`src/rtl/otp_pkg.sv`:
```
// otp_pkg: shared types and constants for the OTP authenticator.
// FSM state enum, LFSR seed/taps and the hex 7-segment table.
package otp_pkg;

    typedef enum logic [1:0] {
        IDLE,
        ENTRY,
        CHECK,
        LOCK
    } state_t;

    localparam logic [15:0] LFSR_SEED = 16'hACE1;
    localparam logic [15:0] LFSR_TAPS = 16'hB400;

    // {g,f,e,d,c,b,a}, active-high
    localparam logic [6:0] SEG7_LUT [16] = '{
        7'h3F, 7'h06, 7'h5B, 7'h4F,
        7'h66, 7'h6D, 7'h7D, 7'h07,
        7'h7F, 7'h6F, 7'h77, 7'h7C,
        7'h39, 7'h5E, 7'h79, 7'h71
    };

endpackage

```
`src/rtl/otp_seg7_dec.sv`:
```
// otp_seg7_dec: combinational hex digit to 7-segment decoder.
// Ports: digit (4b hex in), seg (7b {g..a} active-high out).
module otp_seg7_dec
    import otp_pkg::*;
(
    input  logic [3:0] digit,
    output logic [6:0] seg
);

    assign seg = SEG7_LUT[digit];

endmodule

```
`src/rtl/otp_auth_multi.sv`:
```
// otp_auth_multi: N-digit OTP authenticator with retry limit, lockout and
// multiplexed 7-seg display of the OTP and the user entry.
// Ports: clk, reset (sync, active-high), otp_latch/user_latch (rising-edge
// events), user_in (digit), lfsr_out/user_out (7-seg), an (one-hot anode),
// auth_pass/auth_fail (1-cycle pulses), locked, tries_left.
// Optional: define OTP_TIMEOUT_EN to fail an entry left idle too long.
module otp_auth_multi
    import otp_pkg::*;
#(
    parameter int NUM_DIGITS     = 4,
    parameter int DIGIT_W        = 4,
    parameter int LFSR_W         = 16,
    parameter int MAX_TRIES      = 3,
    parameter int LOCK_CYCLES    = 1024,
    parameter int SCAN_DIV       = 16,
    parameter int TIMEOUT_CYCLES = 4096
) (
    input  logic                           clk,
    input  logic                           reset,
    input  logic                           otp_latch,
    input  logic                           user_latch,
    input  logic [DIGIT_W-1:0]             user_in,
    output logic [6:0]                     lfsr_out,
    output logic [6:0]                     user_out,
    output logic [NUM_DIGITS-1:0]          an,
    output logic                           auth_pass,
    output logic                           auth_fail,
    output logic                           locked,
    output logic [$clog2(MAX_TRIES+1)-1:0] tries_left
);

    localparam int CW = NUM_DIGITS * DIGIT_W;
    localparam int NW = $clog2(NUM_DIGITS + 1);
    localparam int IW = $clog2(NUM_DIGITS);
    localparam int TW = $clog2(MAX_TRIES + 1);
    localparam int LW = (LOCK_CYCLES > 1) ? $clog2(LOCK_CYCLES) : 1;
    localparam int SW = (SCAN_DIV > 1) ? $clog2(SCAN_DIV) : 1;
    localparam logic [LFSR_W-1:0] TAPS = LFSR_W'(LFSR_TAPS);

    if (NUM_DIGITS < 2 || NUM_DIGITS > 8) begin : g_bad_nd
        $error("NUM_DIGITS must be 2..8");
    end
    if (DIGIT_W != 4) begin : g_bad_dw
        $error("DIGIT_W must be 4");
    end
    if (LFSR_W < CW) begin : g_bad_lw
        $error("LFSR_W too narrow for the code");
    end
    if (MAX_TRIES < 1) begin : g_bad_mt
        $error("MAX_TRIES must be >= 1");
    end
    if (TIMEOUT_CYCLES < 2) begin : g_bad_to
        $error("TIMEOUT_CYCLES must be >= 2");
    end

    state_t state, state_d;

    logic [LFSR_W-1:0]                   lfsr;
    logic                                otp_q, usr_q;
    logic                                otp_ev, usr_ev;
    logic [NUM_DIGITS-1:0][DIGIT_W-1:0]  otp, entry;
    logic                                otp_valid;
    logic [NW-1:0]                       cnt;
    logic [LW-1:0]                       lock_cnt;
    logic                                lock_done;
    logic [SW-1:0]                       scan_cnt;
    logic [IW-1:0]                       idx;
    logic [6:0]                          otp_seg, usr_seg;
    logic                                match, to_hit;
    logic                                cap, take, clr, miss;
    logic                                pass_d, inval;
    logic [TW-1:0]                       tries_d;

    assign otp_ev    = otp_latch & ~otp_q;
    assign usr_ev    = user_latch & ~usr_q;
    assign match     = (entry == otp);
    assign lock_done = (lock_cnt == LW'(LOCK_CYCLES - 1));

`ifdef OTP_TIMEOUT_EN
    localparam int TOW = $clog2(TIMEOUT_CYCLES);
    logic [TOW-1:0] to_cnt;

    always_ff @(posedge clk) begin
        if (reset || state != ENTRY || otp_ev || usr_ev || to_hit)
            to_cnt <= '0;
        else
            to_cnt <= to_cnt + TOW'(1);
    end

    assign to_hit = (state == ENTRY) &&
                    (to_cnt == TOW'(TIMEOUT_CYCLES - 1));
`else
    assign to_hit = 1'b0;
`endif

    always_ff @(posedge clk) begin
        if (reset) state <= IDLE;
        else       state <= state_d;
    end

    always_comb begin
        state_d = state;
        cap     = 1'b0;
        take    = 1'b0;
        clr     = 1'b0;
        miss    = 1'b0;
        pass_d  = 1'b0;
        inval   = 1'b0;
        tries_d = tries_left;
        unique case (state)
            IDLE: begin
                if (otp_ev) begin
                    cap     = 1'b1;
                    state_d = ENTRY;
                end
            end
            ENTRY: begin
                // a fresh OTP always beats a digit in the same cycle
                if (otp_ev) begin
                    cap = 1'b1;
                end else if (usr_ev) begin
                    take = 1'b1;
                    if (cnt == NW'(NUM_DIGITS - 1))
                        state_d = CHECK;
                end else if (to_hit) begin
                    miss = 1'b1;
                end
            end
            CHECK: begin
                if (match) begin
                    pass_d  = 1'b1;
                    inval   = 1'b1;
                    tries_d = TW'(MAX_TRIES);
                    state_d = IDLE;
                end else begin
                    miss = 1'b1;
                end
            end
            LOCK: begin
                if (lock_done) begin
                    inval   = 1'b1;
                    tries_d = TW'(MAX_TRIES);
                    state_d = IDLE;
                end
            end
            default: ;
        endcase
        if (miss) begin
            tries_d = tries_left - TW'(1);
            if (tries_left == TW'(1)) begin
                state_d = LOCK;
            end else begin
                clr     = 1'b1;
                state_d = ENTRY;
            end
        end
    end

    always_ff @(posedge clk) begin
        if (reset) begin
            lfsr       <= LFSR_W'(LFSR_SEED);
            otp_q      <= 1'b0;
            usr_q      <= 1'b0;
            otp        <= '0;
            otp_valid  <= 1'b0;
            entry      <= '0;
            cnt        <= '0;
            lock_cnt   <= '0;
            tries_left <= TW'(MAX_TRIES);
            auth_pass  <= 1'b0;
            auth_fail  <= 1'b0;
            locked     <= 1'b0;
        end else begin
            lfsr <= lfsr[0] ? ({1'b0, lfsr[LFSR_W-1:1]} ^ TAPS)
                            : {1'b0, lfsr[LFSR_W-1:1]};
            otp_q      <= otp_latch;
            usr_q      <= user_latch;
            tries_left <= tries_d;
            auth_pass  <= pass_d;
            auth_fail  <= miss;
            locked     <= (state_d == LOCK);
            lock_cnt   <= (state == LOCK) ? lock_cnt + LW'(1) : '0;
            if (cap) begin
                otp       <= lfsr[CW-1:0];
                otp_valid <= 1'b1;
            end else if (inval) begin
                otp_valid <= 1'b0;
            end
            if (cap || clr) begin
                entry <= '0;
                cnt   <= '0;
            end else if (take) begin
                entry[IW'(cnt)] <= user_in;
                cnt             <= cnt + NW'(1);
            end
        end
    end

    otp_seg7_dec u_dec_otp (
        .digit (otp[idx]),
        .seg   (otp_seg)
    );

    otp_seg7_dec u_dec_usr (
        .digit (entry[idx]),
        .seg   (usr_seg)
    );

    always_ff @(posedge clk) begin
        if (reset) begin
            scan_cnt <= '0;
            idx      <= '0;
            an       <= NUM_DIGITS'(1);
            lfsr_out <= 7'h00;
            user_out <= 7'h00;
        end else begin
            if (scan_cnt == SW'(SCAN_DIV - 1)) begin
                scan_cnt <= '0;
                an       <= {an[NUM_DIGITS-2:0], an[NUM_DIGITS-1]};
                idx      <= (idx == IW'(NUM_DIGITS - 1)) ? '0
                                                         : idx + IW'(1);
            end else begin
                scan_cnt <= scan_cnt + SW'(1);
            end
            lfsr_out <= otp_valid ? otp_seg : 7'h00;
            user_out <= (NW'(idx) < cnt) ? usr_seg : 7'h00;
        end
    end

endmodule

```
`config.mk`:
```
export PLATFORM = sky130hd
export DESIGN_NAME = otp_auth_multi
export DESIGN_NICKNAME = d
export VERILOG_FILES = /design/src/rtl/otp_pkg.sv /design/src/rtl/otp_seg7_dec.sv /design/src/rtl/otp_auth_multi.sv
export SDC_FILE = /design/constraint.sdc
export NUM_CORES = 1
export LEC_CHECK = 0
export CORE_UTILIZATION = 40
export DETAILED_ROUTE_END_ITERATION = 8
export GPL_TIMING_DRIVEN = 0
export PLACE_DENSITY = 0.65
export SLEW_MARGIN = 15
export SYNTH_ARGS = -nofsm -noshare
export SYNTH_HDL_FRONTEND = slang
export SYNTH_SLANG_ARGS = --single-unit
```
`constraint.sdc`:
```
create_clock -name clk -period 4.1 [get_ports clk]
set_clock_uncertainty 0.1 [all_clocks]
set_input_delay 0.615 -clock clk [delete_from_list [all_inputs] [get_ports clk]]
set_output_delay 0.615 -clock clk [all_outputs]
set_load 0.02 [all_outputs]
```
Yosys cells after proc, flatten, opt, wreduce, memory -nomap -nowiden
Memory sizes are Yosys's and may differ from the RTL's. A register that Yosys moved wholly into a read port is not among the register bits.
Cells that the tools add are included.
Operators by class
  add/sub/neg operators: 5
  reduce and logical (&&, ||, !) cells: 13
  equality and inequality tests: 12
  magnitude comparators: 4
  bitwise operators: 11
  multiplexer cells: 36
Operators by type and width (number)
  2-to-1 mux 2 bit: 12
  binary-select mux 4 bit (select 2 bit): 2
  bitwise mux 16 bit: 1
  == test 16 bit: 1
  2-to-1 mux 16 bit: 1
  OR reduction 2 bit: 7
  2-to-1 mux 1 bit: 13
  2-to-1 mux 4 bit: 3
  adder 10 x 1 -> 10 bit (second input constant): 1
  == test 10 bit (second input constant): 1
  NOT 4 -> 5 bit: 2
  demux 4 bit (select 2 bit): 1
  == test 2 bit (second input constant): 4
  case mux 2 bit (4 select lines): 1
  less-than comparator 2 x 3 -> 1 bit (second input constant): 2
  != test 3 bit (second input constant): 2
  NOT 1 bit: 6
  adder 4 x 1 -> 4 bit (second input constant): 1
  == test 2 x 1 -> 1 bit (second input constant): 2
  == test 4 bit (second input constant): 1
  NOT 3 -> 4 bit: 1
  case mux 2 bit (2 select lines): 1
  adder 3 x 1 -> 3 bit (second input constant): 1
  == test 3 x 2 -> 1 bit (second input constant): 1
  other kinds (12): 13
Storage, ports and cells
  logic and storage cells: 105
  output and inout bits: 23
  input port bits: 8
  ROM bits: 224
  bits in registers: 81
  memories kept: 2
Memory list
  (name not given): words 16, width 7, read ports 1, clocked after memory_dff 1, write ports 0, RTL line otp_seg7_dec.sv:10  | assign seg = SEG7_LUT[digit];
  (name not given): words 16, width 7, read ports 1, clocked after memory_dff 1, write ports 0, RTL line otp_seg7_dec.sv:10

Depth between registers and ports, before layout
Gate-level depths: netlist (run 1).
  depth after elaboration: 7
  depth in mapped cells: 7
  mapped depth without buffers: 6

Modules after synthesis
From an unflattened synthesis (run 1), not the netlist that was laid out.
Unflattened totals
  cells, all modules: 445
  area, all modules: 4332.9 sq um
By module, submodules not included
  otp_auth_multi: area each 3744.8 sq um, cells each 379, times used 1, seq. area each 1901.8 sq um
  otp_seg7_dec: area each 294.0 sq um, cells each 33, times used 2, seq. area each 0.0 sq um

Worst setup path before layout (run 1)
Ideal clock, no wire load.
  path kind: register to register
  start point: register idx[0]
  end point: register user_out[1]
  path buffers: 1
  clock period less this slack: 2.114 ns
  data arrival time: 1.918 ns
  setup slack: 1.986 ns
  setup time: 0.095 ns
  required time: 3.905 ns
  stages on the path, launching flop included: 8
  path through: dfxtp_1 > buf_6 > mux4_1 > inv_1 > ha_1 > nor2_1 > a21oi_1 > a221oi_1
Between the ends
  word-level cells in the longest chain between the ends: 3
  elaborated cells on any way between the ends: 6
  classes of those cells: order compare: 1; mux: 2; bitwise: 2; reduce/logical: 1
Ends and longest elaborated chain
  from (decl): RTL line otp_auth_multi.sv:67  | logic [IW-1:0] idx;
  from (signal assigned): RTL line otp_auth_multi.sv:220  | idx <= (idx == IW'(NUM_DIGITS - 1)) ? '0
  less-than comparator 2 x 3 -> 1 bit or binary-select mux 4 bit (select 2 bit) (tied branches): RTL line otp_auth_multi.sv:226, otp_auth_multi.sv:205
  NOT 1 bit (no line) or 2-to-1 mux 4 bit (tied branches)
  OR reduction 2 bit (no line) or NOT 4 -> 5 bit (tied branches)
  to (decl): RTL line otp_auth_multi.sv:24  | output logic [6:0] user_out,
Several ways; a longest one is shown, not always the timed one. The select of a mux whose other input is x is not followed.
A chain may end at the register's enable or synchronous reset.

Worst setup path in the final report (run 1)
  start point: input user_latch
  end point: register entry[12] in the netlist's numbering
Between the ends
  word-level cells in the longest chain between the ends: 4
Ends and longest elaborated chain
  from (decl): RTL line otp_auth_multi.sv:21  | input logic user_latch,
  AND 1 bit: RTL line otp_auth_multi.sv:75  | assign usr_ev = user_latch & ~usr_q;
  2-to-1 mux 1 bit: RTL line otp_auth_multi.sv:121  | end else if (usr_ev) begin
  2-to-1 mux 1 bit: RTL line otp_auth_multi.sv:119  | if (otp_ev) begin
  2-to-1 mux 1 bit: RTL line otp_auth_multi.sv:110  | unique case (state)
  to (signal, indexed assignment): RTL line otp_auth_multi.sv:193  | entry[IW'(cnt)] <= user_in;
  to (decl): RTL line otp_auth_multi.sv:61  | logic [NUM_DIGITS-1:0][DIGIT_W-1:0] otp, entry;
No other way between the ends.

==> tab_implementation.tex, run 1 <==
\begin{tabular}{lr}
\hline
Metric & Value \\
\hline
\multicolumn{2}{l}{\textbf{Route}} \\
Count of routing violations after the opening detailed-route iteration & 230 \\
DR pass1 iterations & 5 \\
Aggregate routed wire length & 9980 µm \\
Final antenna-violating net count & 0 \\
Remaining design rule violation count & 0 \\
Vias per inst & 5.56 \\
Total number of vias & 3592 \\
Average detailed-routed wire length per instance & 15.5 µm \\
\multicolumn{2}{l}{\textbf{Clocking}} \\
CTS tree & yes \\
Maximum root-to-sink buffer count & 2 \\
Worst skew pair latency & 370 ps \\
Number of buffers inserted by post-CTS setup repair & 0 \\
Number of buffers added to fix hold violations after cts & 0 \\
Clk slew on worst S/H paths & 90 ps \\
Clock net sink count & 95 \\
Cts bufs inserted & 9 \\
Total number of H-tree levels & 3 \\
CTS-repair resized insts & 0 \\
Clock root buffer master & clkbuf\_8 \\
\multicolumn{2}{l}{\textbf{Layout}} \\
Post-Layout Inst Area & 5150 µm² \\
Number of nets at the end of the flow & 533 \\
Area of the multi-input gates & 2350 µm² \\
Most frequent cells in the layout & dfxtp\_1 (95), a21oi\_1 (43), nand2\_1 (36), clkdlybuf4s50\_1 (30), nor2\_1 (26) \\
Ratio of cells with drive above 1 in the final layout & 7.11\% \\
Layout Area Growth over Synthesis & 15.9\% \\
Antenna cell count & 0 \\
Sequential cell area & 1900 µm² \\
Final Util & 47.5\% \\
FILL cells & 1040 \\
Most common library cell in the layout ignoring fill and taps & dfxtp\_1 \\
\multicolumn{2}{l}{\textbf{STA}} \\
Max Clk Rate & 0.407 GHz \\
Crit share post-route & 59.9\% \\
Fin Setup TNS & 0 ps \\
Final Hold Fails & 0 \\
Setup-failing EPs final & 0 \\
Min cycle time layout & 2460 ps \\
Transition time of the tightest slew-check pin & 777 ps \\
Final count of pins violating max slew & 0 \\
Relative max-transition margin & 48.1\% \\
PnR worst setup slack & 1640 ps \\
RSZ-0062 raised after global routing & no \\
\multicolumn{2}{l}{\textbf{Power}} \\
Design internal power & 1.41 mW \\
Switch Pwr & 0.463 mW \\
Power, Total & 1.88 mW \\
Combinational Power Share & 9.7\% \\
Worst IR Drop VDD & 138 µV \\
Power per unit of standard cell area & 365 nW/µm² \\
Sw frac & 24.7\% \\
Power share of the clock group & 37.9\% \\
Lkg Pwr & 2.15 nW \\
Power share of the sequential group & 52.5\% \\
\multicolumn{2}{l}{\textbf{Synthesis}} \\
Count of flip-flops with a built-in enable after synthesis & 0 \\
Synth Flop Type & dfxtp\_1 \\
Async set-reset flop share out of synthesis & 0\% \\
Top-area cell type share of the netlist area & 42.8\% \\
Post-synthesis sequential element count & 95 \\
Share of synthesized area occupied by flip-flops and latches & 42.8\% \\
Cell type with the largest total area after synthesis & dfxtp\_1 \\
Post-synthesis instance area & 4440 µm² \\
Synth Net Count & 492 \\
Synthesized area per cell & 9.66 µm² \\
Area contributors post-synth & dfxtp\_1 (43\%), ha\_1 (6.8\%), a21oi\_1 (4.8\%), mux4\_1 (4.1\%), xor2\_1 (4.1\%) \\
Post-Synthesis Cells & 460 \\
Count of different cell masters after synthesis & 56 \\
Warnings from Yosys & 0 \\
\multicolumn{2}{l}{\textbf{Worst setup path}} \\
Arrival time reported for the critical path endpoint & 2600 ps \\
Crit. Startpoint & user\_latch \\
Number of cells on the critical path & 6 \\
CP cell instances & clkdlybuf4s50\_1, nor2b\_1, clkbuf\_1, nand4\_1, o211ai\_1, a21oi\_1 \\
R2r setup slk & 1710 ps \\
CP delay by family, top & buffers and inverters \\
Count of buffering cells on the critical path with inverters included & 2 \\
Reg2Reg Launch Point & idx[0] \\
Worst Reg-to-Reg Cells & 7 \\
CP Class & input pin to register \\
Crit. End Element & register \\
Slowest stage cell on the critical path & clkdlybuf4s50\_1 \\
Delay of the slowest cell on the worst path & 490 ps \\
Crit start category & input pin \\
Required time reported for the critical path endpoint & 4240 ps \\
R2r endpoint & user\_out[1] \\
Crit-path max FO & 10 \\
\multicolumn{2}{l}{\textbf{Hold path}} \\
Number of instances on the worst hold path & 2 \\
Hold Crit Start & lfsr[1] \\
Hold EP & otp[1] \\
Class of the most critical hold timing path & register to register \\
\multicolumn{2}{l}{\textbf{Global route}} \\
Via count of the first global-routing pass & 3346 \\
Antenna violations before repair & 0 \\
Global-route usage over all layers & 18.3\% \\
Remaining global-route overflow & 0 \\
Pin count of the biggest net entering global routing & 16 \\
Wire length of the first global-routing pass & 16300 µm \\
\multicolumn{2}{l}{\textbf{Die}} \\
Number of top-level design ports & 31 \\
Initial standard-cell utilization of the core & 41.0\% \\
Standard cell core area & 10800 µm² \\
Die area & 11500 µm² \\
Die Width & 107 µm \\
Height of the die & 107 µm \\
\# rows & 38 \\
\multicolumn{2}{l}{\textbf{Placement}} \\
Area of placed instances & 4920 µm² \\
Worst setup slack before clock tree synthesis & 1310 ps \\
Port Buf Inserts & 30 \\
Final Wtd Congestion & 0.847 \\
HPWL reported at the end of detailed placement & 7310 µm \\
\multicolumn{2}{l}{\textbf{Outcome}} \\
Outcome & complete, no violations \\
\multicolumn{2}{l}{\textbf{Job}} \\
Max Cap Viol & 0 \\
\hline
\end{tabular}
-- Yosys cell counts (2+ instances only) --
cell type   n
dfxtp_1    95
a21oi_1    43
nand2_1    36
nor2_1     26
ha_1       24
xor2_1     21
clkbuf_1   20
o211ai_1   18
nor2b_1    17
a41o_1     16
inv_1      16
nand4_1     9
nand2b_1    8
mux4_1      7
nor3_1      7
o21ai_0     7
o22a_1      7
or2_2       7
xnor2_1     7
a221oi_1    5
and2_1      5
a211oi_1    4
buf_2       4
nand3_1     4
nor4_1      4
and3_1      3
nand3b_1    3
a2bb2oi_1   2
a31oi_1     2
buf_6       2
mux2_2      2
mux2i_1     2
nor3b_1     2
o31ai_1     2
or3_1       2
-- area by class of cell --
| class | instances | share of cell area (%) |
|---|---|---|
| clock inverters | 4 | 1.48 |
| flip-flops and latches | 95 | 36.9 |
| well taps | 140 | 3.40 |
| multi-input cells | 321 | 45.7 |
| clock buffers | 12 | 3.01 |
| repair buffers | 30 | 5.83 |
| inverters | 16 | 1.17 |
| plain buffers | 28 | 2.50 |
-- layer usage --
layer	share of wire, %	wire (µm)	vias up	track usage (%)
met4	2.7	269	0	8.71
met5	0	0	-	0
met1	46	4630	1712	23.0
met2	47	4650	107	30.3
li1	-	-	1751	-
met3	4.4	435	22	3.51
-- cells by family after synthesis --
kind of cell,count (synthesis),share of synthesized area [%]
AOI/OAI and AO/OA,117,18.4
xor gates and xnor gates,28,5.52
adders and majority gates,24,6.76
buffers and inverters,44,4.25
DFF,95,42.8
muxes,12,5.61
and+or+nand+nor,140,16.6
-- state kept, by name (all words and copies together) (netlist names), 2 cells and up --
name and count:
entry 16, lfsr 16, otp 16, lock_cnt 10
lfsr_out 7, user_out 7, an 4, scan_cnt 4
cnt 3, idx 2, state 2, tries_left 2
-- per-stage QoR --
step	hold WS (ps)	instances
global placement	323	630
floorplan	313	460
finish	352	646
CTS	351	646
global route	373	646
detailed placement	334	630
-- worst max path at each step --
stage | endpoint
floorplan | user_out[1]
global placement | entry[11]
detailed placement | entry[7]
CTS | user_out[1]
global route | entry[7]
finish | entry[12]
-- tightest hold or removal path, stage by stage, from the launching register on --
cell	delay, ps
dfxtp_1	320
nand2_1	50
a21oi_1	50
-- power by group through the flow --
stage	clock network [mW]	logic [mW]	registers, mW
after CTS	0.725	0.180	0.985
final	0.711	0.181	0.985
after detailed placement	0	0.180	1.01
after floorplan	0	0.118	1.01
after global routing	0.764	0.199	0.990
after global placement	0	0.176	1.01
Note: power is estimated with default switching activity, not from simulation.
==> run 2, diff against run 1 <==
- clock period: 4.1 -> 2.6 ns (I/O delays scaled with it)
==> results of run 2 <==
The final DEF is identical to that of run 1. Status: complete, no violations.
Main changes from that run: setup slack after placement 1310 ps -> 30.1 ps; setup slack after layout 1640 ps -> 212 ps; start point of the critical path user_latch -> idx[0]; end point of the critical path entry[12] -> user_out[1]; register-to-register setup slack 1710 ps -> 210 ps; total power 1.88 mW -> 2.96 mW; worst IR drop on VDD 138 µV -> 218 µV
==> run 3, diff against run 2 <==
- ABC_CLOCK_PERIOD_IN_PS: not set -> 2600
- GPL_TIMING_DRIVEN: 0 -> 1
- SYNTH_HIERARCHICAL: not set -> 1
==> tab_implementation.tex, run 3 <==
\begin{tabular}{lr}
\hline
Metric & Value \\
\hline
\multicolumn{2}{l}{\textbf{Outcome}} \\
Outcome & complete, no violations \\
\multicolumn{2}{l}{\textbf{STA}} \\
Setup-failing EPs final & 0 (unchanged) \\
Max Clk Rate & 0.434 GHz \\
Crit share post-route & 88.6\% \\
Min cycle time layout & 2300 ps \\
RSZ-0062 raised after global routing & no \\
Final Hold Fails & 0 (unchanged) \\
Fin Setup TNS & 0 ps (unchanged) \\
Final count of pins violating max slew & 0 (unchanged) \\
Transition time of the tightest slew-check pin & 999 ps (+222 ps) \\
Relative max-transition margin & 33.4\% (-15 points) \\
\multicolumn{2}{l}{\textbf{Worst setup path}} \\
Count of buffering cells on the critical path with inverters included & 3 (+1) \\
R2r setup slk & 300 ps \\
Reg2Reg Launch Point & idx[0] \\
R2r endpoint & user\_out[3] \\
Slowest stage cell on the critical path & mux4\_1 \\
Required time reported for the critical path endpoint & 2760 ps \\
Crit. End Element & register \\
CP cell instances & buf\_4, mux4\_2, inv\_1, ha\_1, inv\_1, mux4\_1, and2\_1 \\
CP delay by family, top & multiplexers \\
Delay of the slowest cell on the worst path & 470 ps \\
CP Class & register to register \\
Worst Reg-to-Reg Cells & 7 (unchanged) \\
Crit-path max FO & 10 (unchanged) \\
Arrival time reported for the critical path endpoint & 2460 ps \\
Cell type with the highest occurrence count on the critical path & inv\_1 \\
Crit start category & register \\
\multicolumn{2}{l}{\textbf{Clocking}} \\
Number of buffers inserted by post-CTS setup repair & 0 (unchanged) \\
Maximum root-to-sink buffer count & 2 (unchanged) \\
Number of buffers added to fix hold violations after cts & 0 (unchanged) \\
Clock root buffer master & clkbuf\_8 \\
CTS tree & yes \\
Clock net sink count & 95 (unchanged) \\
CTS-repair resized insts & 0 (unchanged) \\
Worst skew pair latency & 360 ps (about the same) \\
Cts bufs inserted & 9 (unchanged) \\
Total number of H-tree levels & 3 (unchanged) \\
Clk slew on worst S/H paths & 90 ps (about the same) \\
\multicolumn{2}{l}{\textbf{Hold path}} \\
Number of instances on the worst hold path & 1 (-1) \\
Hold Crit Start & lfsr[7] \\
Class of the most critical hold timing path & register to register \\
Hold EP & lfsr[6] \\
\multicolumn{2}{l}{\textbf{Layout}} \\
FILL cells & 1010 (-2.9\%) \\
Most frequent cells in the layout & dfxtp\_1 (95), nor2\_1 (41), a21oi\_1 (39), nand2\_1 (38), clkdlybuf4s50\_1 (30) \\
Sequential cell area & 1900 µm² (unchanged) \\
Number of nets at the end of the flow & 508 (-4.7\%) \\
Antenna cell count & 0 (unchanged) \\
Ratio of cells with drive above 1 in the final layout & 13.1\% (+6.0 points) \\
Most common library cell in the layout ignoring fill and taps & dfxtp\_1 \\
Final Util & 47.7\% (+0.16 points) \\
Area of the multi-input gates & 2250 µm² (-4.1\%) \\
Layout Area Growth over Synthesis & 14.6\% \\
Largest regs & entry x16, lfsr x16, otp x16 \\
\multicolumn{2}{l}{\textbf{Die}} \\
\# rows & 37 (-2.6\%) \\
Number of top-level design ports & 31 (unchanged) \\
Die Width & 106 µm (-1.2\%) \\
Initial standard-cell utilization of the core & 41.6\% (+0.62 points) \\
Height of the die & 106 µm (-1.2\%) \\
Die area & 11300 µm² (-2.4\%) \\
Standard cell core area & 10400 µm² (-3.9\%) \\
\multicolumn{2}{l}{\textbf{Route}} \\
Vias per inst & 5.08 (-8.7\%) \\
Count of routing violations after the opening detailed-route iteration & 144 (-37\%) \\
Average detailed-routed wire length per instance & 13.7 µm (-11\%) \\
Length of routed met2 wiring & 4100 µm (-12\%) \\
Aggregate routed wire length & 8450 µm (-15\%) \\
Routed metal-1 wirelength & 3930 µm (-15\%) \\
Remaining design rule violation count & 0 (unchanged) \\
Total number of vias & 3133 (-13\%) \\
Met3 layer wire length in the routed design & 315 µm (-28\%) \\
Final antenna-violating net count & 0 (unchanged) \\
Highest metal layer with signal wires & met4 \\
DR pass1 iterations & 6 (+1) \\
\multicolumn{2}{l}{\textbf{Synthesis}} \\
Cell type with the largest total area after synthesis & dfxtp\_1 \\
Async set-reset flop share out of synthesis & 0\% (unchanged) \\
Synth Net Count & 477 (-3.0\%) \\
Count of different cell masters after synthesis & 50 (-11\%) \\
Simple logic cell fraction of the synthesized area & 20.2\% (+3.5 points) \\
Synthesized area per cell & 9.74 µm² (+0.84\%) \\
Synth Flop Type & dfxtp\_1 \\
Cell with the most instances after synthesis & dfxtp\_1 \\
Count of flip-flops with a built-in enable after synthesis & 0 (unchanged) \\
Post-Synthesis Cells & 445 (-3.3\%) \\
Fraction of synthesized area in multiplexers & 8.87\% (+3.3 points) \\
Top-area cell type share of the netlist area & 43.9\% (+1.1 points) \\
Parity-gate share of the synthesized area counting xor and xnor cells & 5.86\% (+0.34 points) \\
Most frequent cells after synthesis & dfxtp\_1 (95), nor2\_1 (41), a21oi\_1 (39) \\
Dominant combinational cell family by area after synthesis & simple AND/OR/NAND/NOR gates \\
Fraction of the mapped netlist area in compound gates & 10.2\% (-8.2 points) \\
Post-synthesis instance area & 4330 µm² (-2.5\%) \\
Post-synthesis sequential element count & 95 (unchanged) \\
Fraction of the mapped netlist area in adder cells & 6.93\% (+0.17 points) \\
Share of synthesized area occupied by flip-flops and latches & 43.9\% (+1.1 points) \\
Warnings from Yosys & 6 (+6) \\
Area contributors post-synth & dfxtp\_1 (44\%), ha\_1 (6.9\%), a21oi\_1 (4.5\%), xor2\_1 (4.0\%), mux4\_2 (3.6\%) \\
\multicolumn{2}{l}{\textbf{Power}} \\
Worst IR Drop VDD & 336 µV \\
Lkg Pwr & 1.90 nW (-12\%) \\
Power per unit of standard cell area & 549 nW/µm² \\
Power, Total & 2.73 mW \\
\multicolumn{2}{l}{\textbf{Global route}} \\
Antenna violations before repair & 0 (unchanged) \\
Remaining global-route overflow & 0 (unchanged) \\
Global-route usage over all layers & 16.0\% (-2.3 points) \\
Pin count of the biggest net entering global routing & 26 (+10) \\
Wire length of the first global-routing pass & 14300 µm (-12\%) \\
Via count of the first global-routing pass & 3045 (-9.0\%) \\
\multicolumn{2}{l}{\textbf{Placement}} \\
HPWL reported at the end of detailed placement & 6260 µm (-14\%) \\
Port Buf Inserts & 30 (unchanged) \\
Final Wtd Congestion & 0.799 (-5.6\%) \\
\multicolumn{2}{l}{\textbf{Job}} \\
Max Cap Viol & 0 (unchanged) \\
\hline
\end{tabular}
-- run 3: cell count changes after synthesis, sizes merged, moves of 5 or more --
cell / change
nand4: -7
o211ai: -17
clkbuf: -10
and2: +9
nand2b: -5
nor2: +16
nand3: +5
mux2: +6
nor3: +16
a221oi: -5
a41o: -16
-- run 3: cell families after synthesis --
kind of cell | after synthesis
buffers and inverters | 39
AOI/OAI and AO/OA | 70
muxes | 23
xor gates and xnor gates | 29
and+or+nand+nor | 165
DFF | 95
adders and majority gates | 24
-- run 3: final cells by class --
class                   count  share of cell area [%]
clock inverters             5                   0.857
clock buffers              11                    3.05
multi-input cells         311                    45.4
repair buffers             39                    7.41
well taps                 136                    3.43
inverters                  20                    1.51
flip-flops and latches     95                    38.3
-- run 3: metrics by stage --
step / instances / instance area [µm²] / hold slack, ps / setup slack [ps]
floorplan: 445 / 4330 / 317 / 129
global placement: 601 / 4770 / 333 / 366
detailed placement: 601 / 4770 / 336 / 301
CTS: 617 / 4960 / 360 / 296
global route: 617 / 4960 / 376 / 163
finish: 617 / 4960 / 352 / 297
-- run 3: worst max path at each step --
stage / from / to / slack, ps / cells after the start
floorplan: idx[1] / user_out[3] / 130 / 7
global route: idx[0] / user_out[3] / 160 / 7
finish: idx[0] / user_out[3] / 300 / 7
global placement: otp_latch / entry[6] / 370 / 6
CTS: idx[0] / user_out[3] / 300 / 7
detailed placement: idx[1] / lfsr_out[3] / 300 / 7
-- run 3: power by group --
part           internal (mW)  switching, mW  total [mW]
sequential              1.51         0.0399        1.55
clock                  0.407          0.513       0.920
combinational          0.123          0.134       0.257
total                   2.04          0.687        2.73
-- run 3: metal layers --
layer	vias to the layer above	GRT usage (%)
met3	12	4.23
met1	1486	19.4
met4	0	4.76
met5	-	0
li1	1577	-
met2	58	27.9
